## src/rtl/result_collector_pkg.sv

```systemverilog
// Shared types and helpers for the result collector: FSM state encoding and
// the index-width function used to size row/address/count fields.
package result_collector_pkg;

    typedef enum logic {
        COLLECT = 1'b0,
        DRAIN   = 1'b1
    } state_t;

    // Ceiling log2, never below 1 so that degenerate sizes still get a real bit.
    function automatic int clog2(input int value);
        int r;
        int v;
        r = 0;
        v = value - 1;
        while (v > 0) begin
            r = r + 1;
            v = v >> 1;
        end
        return (r < 1) ? 1 : r;
    endfunction

endpackage

```

## src/rtl/result_bank.sv

```systemverilog
// One lane's result storage: write port, asynchronous read port and per-entry
// written bits; unwritten entries read back as zero.
module result_bank
    import result_collector_pkg::*;
#(
    parameter int value_size    = 32,
    parameter int rows_per_lane = 8
) (
    input  logic                              clk,
    input  logic                              rst,
    input  logic                              clr,
    input  logic                              we,
    input  logic [clog2(rows_per_lane)-1:0]   waddr,
    input  logic [value_size-1:0]             wdata,
    input  logic [clog2(rows_per_lane)-1:0]   raddr,
    output logic [value_size-1:0]             rdata
);

    logic [value_size-1:0]    mem [rows_per_lane];
    logic [rows_per_lane-1:0] written;

    always_ff @(posedge clk) begin
        if (we) begin
            mem[waddr] <= wdata;
        end
    end

    // Data is never reset; only these bits decide whether an entry is visible.
    always_ff @(posedge clk) begin
        if (rst || clr) begin
            written <= '0;
        end else if (we) begin
            written[waddr] <= 1'b1;
        end
    end

    assign rdata = written[raddr] ? mem[raddr] : '0;

endmodule

```

## src/rtl/result_collector.sv

```systemverilog
// Gathers per-lane adder results into interleaved banks, then streams every
// global row out in order under valid/ready handshake.
module result_collector
    import result_collector_pkg::*;
#(
    parameter int N             = 2,
    parameter int value_size    = 32,
    parameter int rows_per_lane = 8
) (
    input  logic                                clk,
    input  logic                                rst,
    input  logic [N*value_size-1:0]             ans,
    input  logic [N-1:0]                        ready,
    input  logic                                flush,
    output logic [value_size-1:0]               out_val,
    output logic [clog2(N*rows_per_lane)-1:0]   out_row,
    output logic                                out_valid,
    input  logic                                out_ready,
    output logic                                busy,
    output logic                                done,
    output logic                                lost
);

    localparam int RW       = clog2(N * rows_per_lane);
    localparam int AW       = clog2(rows_per_lane);
    localparam int CW       = clog2(rows_per_lane + 1);
    localparam int LAST_ROW = N * rows_per_lane - 1;

    state_t                state, state_nxt;
    logic [N-1:0]          we;
    logic [value_size-1:0] rd_data [N];
    logic [AW-1:0]         raddr;
    logic [RW-1:0]         row_q;
    logic                  accept;
    logic                  last_accept;
    logic                  done_q;
    logic                  lost_q;

    assign accept      = (state == DRAIN) && out_ready;
    assign last_accept = accept && (row_q == RW'(LAST_ROW));

    // Global row r lives in bank r mod N at address r div N.
    assign raddr = AW'(32'(row_q) / 32'(N));

    always_ff @(posedge clk) begin
        if (rst) begin
            state <= COLLECT;
        end else begin
            state <= state_nxt;
        end
    end

    always_comb begin
        state_nxt = state;
        case (state)
            COLLECT: if (flush)       state_nxt = DRAIN;
            DRAIN:   if (last_accept) state_nxt = COLLECT;
            default:                  state_nxt = COLLECT;
        endcase
    end

    for (genvar k = 0; k < N; k++) begin : g_lane
        logic [CW-1:0] cnt;

        assign we[k] = ready[k] && (state == COLLECT) && (cnt < CW'(rows_per_lane));

        always_ff @(posedge clk) begin
            if (rst || last_accept) begin
                cnt <= '0;
            end else if (we[k]) begin
                cnt <= cnt + CW'(1);
            end
        end

        result_bank #(
            .value_size    (value_size),
            .rows_per_lane (rows_per_lane)
        ) u_bank (
            .clk   (clk),
            .rst   (rst),
            .clr   (last_accept),
            .we    (we[k]),
            .waddr (AW'(cnt)),
            .wdata (ans[k*value_size +: value_size]),
            .raddr (raddr),
            .rdata (rd_data[k])
        );
    end

    always_ff @(posedge clk) begin
        if (rst) begin
            row_q  <= '0;
            done_q <= 1'b0;
            lost_q <= 1'b0;
        end else begin
            done_q <= last_accept;
            if (last_accept) begin
                row_q <= '0;
            end else if (accept) begin
                row_q <= row_q + RW'(1);
            end
            // Any strobe that did not turn into a write was a dropped result.
            if (|(ready & ~we)) begin
                lost_q <= 1'b1;
            end
        end
    end

    always_comb begin
        out_val = '0;
        if (state == DRAIN) begin
            for (int k = 0; k < N; k++) begin
                if ((32'(row_q) % 32'(N)) == 32'(k)) begin
                    out_val = rd_data[k];
                end
            end
        end
    end

    assign out_row   = row_q;
    assign out_valid = (state == DRAIN);
    assign busy      = (state == DRAIN);
    assign done      = done_q;
    assign lost      = lost_q;

endmodule

```

## config.mk

```make
export PLATFORM = sky130hd
export DESIGN_NAME = result_collector
export DESIGN_NICKNAME = d
export VERILOG_FILES = /design/src/rtl/result_collector_pkg.sv /design/src/rtl/result_bank.sv /design/src/rtl/result_collector.sv
export SDC_FILE = /design/constraint.sdc
export NUM_CORES = 1
export LEC_CHECK = 0
export CAP_MARGIN = 10
export CORE_ASPECT_RATIO = 1.1
export CORE_MARGIN = 2
export CORE_UTILIZATION = 55
export CTS_BUF_LIST = sky130_fd_sc_hd__clkbuf_8
export DETAILED_ROUTE_END_ITERATION = 8
export GPL_TIMING_DRIVEN = 0
export PLACE_DENSITY = 0.79
export SYNTH_ARGS = -nofsm -noshare
export SYNTH_HDL_FRONTEND = slang
export SYNTH_SLANG_ARGS = --single-unit
export TNS_END_PERCENT = 30
```

## constraint.sdc

```tcl
create_clock -name clk -period 6.8 [get_ports clk]
set_input_delay 1.36 -clock clk [delete_from_list [all_inputs] [get_ports clk]]
set_output_delay 1.36 -clock clk [all_outputs]
set_load 0.01 [all_outputs]
```

==> flow_metrics.env <==
export IMPL_path_class="reg -> out"
export IMPL_critPathTopFamily="buffers and inverters"
export IMPL_cts_tree="done"
export IMPL_pwr_share_clk=0.391
export IMPL_switching_share=0.2076
export IMPL_min_period_ns=4.805
export IMPL_syn_inst=918
export IMPL_fillCellCount=2294
export IMPL_synth_fp_nets=991
export IMPL_dr_pass1_iters=6
export IMPL_cts_setup_buffers=0
export IMPL_critPathRequiredTime_ns=5.44
export IMPL_dp_hpwl_um=28240
export IMPL_status="finished, final reports clean"
export IMPL_pwr_share_seq=0.568
export IMPL_area_delta_synth_final_pct=18.33
export IMPL_power_switching_uw=1368
export IMPL_power_density_mw_per_mm2=267.5
export IMPL_antenna_left=0
export IMPL_comb_power_share=0.041
export IMPL_grt_max_degree=27
export IMPL_maxCapViolations=0
export IMPL_drtIter0Drc=1083
export IMPL_cts_buffer_depth=3
export IMPL_fp_dieW_um=189.5
export IMPL_crit_fanout=10
export IMPL_crit_buf_inv=3
export IMPL_vias=10155
export IMPL_clk_pin_slew_ns=0.06
export IMPL_place_ws_ns=2.538
export IMPL_setup_ws_ns=1.995
export IMPL_gp_congestion=0.8080
export IMPL_route_detailed_drc=0
export IMPL_final_cell_mix="edfxtp_1 (512), mux4_2 (130), clkdlybuf4s50_1 (109)"
export IMPL_viasPerCell=5.988
export IMPL_fin_worst_skew_ns=0.02322
export IMPL_wl_per_cell_um=26.05
export IMPL_die_area_mm2=0.03943
export IMPL_hold_class="reg -> reg"
export IMPL_path_cells="buf_2 -> buf_1 -> mux2i_1 -> o22ai_1 -> clkdlybuf4s50_1"
export IMPL_worstMarginPinSlew_ns=1.047
export IMPL_avgSynthCellArea_um2=22.68
export IMPL_hold_violations=0
export IMPL_max_slew_margin_rel=0.3017
export IMPL_cts_repair_resized=0
export IMPL_critPathArrivalTime_ns=3.44
export IMPL_finalWirelength_um=44190
export IMPL_cpPeakStageDelay_ns=0.83
export IMPL_initial_utilization=0.5594
export IMPL_synth_seq_cells=546
export IMPL_rows=74
export IMPL_cts_root_buffer="clkbuf_8"
export IMPL_synth_cell_types=28
export IMPL_startpoint_type="flop"
export IMPL_finalCritPeriodShare=0.7066
export IMPL_antenna_found_initial=3
export IMPL_power_internal_uw=5222
export IMPL_ys_warn_count=0
export IMPL_io_pins=110
export IMPL_clock_latency_ns=0.60
export IMPL_hold_buffers=0
export IMPL_netlist_area_mm2=0.02082
export IMPL_cp_slowest_cell="buf_1"
export IMPL_ir_drop_v=0.0001526
export IMPL_end_kind="output pin"
export IMPL_ys_seq_area_frac=0.7711
export IMPL_nets=1210
export IMPL_slew_violations=0
export IMPL_layout_drive_gt1_share=0.2786
export IMPL_coreArea_mm2=0.03722
export IMPL_hold_slack_ns=0.4650
export IMPL_first_global_vias=10719
export IMPL_port_buffers=109
export IMPL_cts_htree_levels=3
export IMPL_cts_buffers=82
export IMPL_setup_violations_final=0
export IMPL_numClockSinks=546
export IMPL_final_common_cell="edfxtp_1"
export IMPL_grt_overflow=0
export IMPL_die_h_um=208.1
export IMPL_grt_setup_unrepaired="false"
export IMPL_grt_pass1_wl_um=65540
export IMPL_grt_use_total=0.2284
export IMPL_total_leakage_power_uw=0.007645
export IMPL_max_freq_mhz=208.1
-- kinds of logic after synthesis --
| logic type | after synthesis | synth area share |
|---|---|---|
| flops | 546 | 0.7711 |
| mux | 199 | 0.1739 |
| compound gates | 61 | 0.02626 |
| simple gates | 58 | 0.01298 |
| buf+inv | 46 | 0.01184 |
| xor+xnor | 5 | 0.002103 |
| fa+ha+maj | 3 | 0.001803 |
-- worst paths after layout --
| path | slack [ns] | start | endpoint | cells after the start |
|---|---|---|---|---|
| worst max-delay path | 2.00 | flop | out_val[22] | 5 |
| worst min-delay path | 0.46 | g_lane[1].u_bank.written[5]$_SDFFE_PP0P_ | g_lane[1].u_bank.written[5]$_SDFFE_PP0P_ | 1 |
| worst min register to register | 0.46 | g_lane[1].u_bank.written[5]$_SDFFE_PP0P_ | g_lane[1].u_bank.written[5]$_SDFFE_PP0P_ | 1 |
| worst max register to register | 3.92 | busy$_SDFF_PP0_ | g_lane[1].u_bank.mem[1][14]$_DFFE_PP_ | 7 |
-- cell usage after synthesis --
library cell	number	share of area
o21ai_0	1	0.00024
or2_2	1	0.00030
buf_2	20	0.0048
nor2_1	24	0.0043
o221ai_4	1	0.0013
mux2i_1	67	0.032
xnor2_1	1	0.00042
ha_1	3	0.0018
buf_1	9	0.0016
edfxtp_1	512	0.74
nand2b_1	8	0.0024
a21oi_1	8	0.0019
nor2b_1	1	0.00030
buf_6	4	0.0022
nand2_1	14	0.0025
mux4_2	130	0.14
buf_4	5	0.0018
nand3_1	3	0.00072
xor2_1	4	0.0017
nor3_1	5	0.0012
mux2_2	2	0.0011
o21a_1	18	0.0065
nor3b_2	2	0.0012
o22ai_2	20	0.012
clkbuf_1	8	0.0014
o221ai_2	1	0.00072
o22ai_1	12	0.0036
dfxtp_1	34	0.033
-- metal layers --
metal | GRT usage | wire (um)
met5 | 0 | 13
met4 | 0.09570 | 1507
met3 | 0.04318 | 3506
met2 | 0.3775 | 22490
met1 | 0.3016 | 16670
-- stage by stage --
stage / total power (uW) / std cells / util / area (um2) / TNS, ns
after floorplan: 3925 / 918 / - / 20820 / 0
after global routing: 6787 / 1695 / 0.6619 / 24640 / 0
after detailed placement: 4082 / 1547 / 0.6191 / 23040 / 0
final: 6590 / 1696 / 0.6620 / 24640 / 0
after CTS: 6632 / 1693 / 0.6618 / 24630 / 0
after global placement: 4057 / 1521 / 0.6053 / 22530 / -55.33
-- state kept, by name (all words and copies together) (netlist names), named ones only --
register and count:
busy 1, done 1, g_lane.cnt 8, g_lane.u_bank.mem 512
g_lane.u_bank.written 16, lost 1, out_row 4
-- final cells by class --
class	instances	area (um2)	area share
multi-input cells	326	4629	0.1879
well taps	494	618.1	0.02509
clock buffers	90	1239	0.05027
repair buffers	135	1493	0.06058
diodes	3	7.507	0.0003047
plain buffers	46	246.5	0.01000
clock inverters	56	350.3	0.01422
flip-flops and latches	546	16060	0.6516
-- power groups by stage --
stage	Clock, uW	Sequential, uW	Combinational (uW)
finish	2580	3740	270
global route	2750	3750	287
CTS	2620	3740	270
detailed placement	0	3810	269
global placement	0	3820	242
floorplan	0	3810	112
Power figures use the tool's default switching activity.
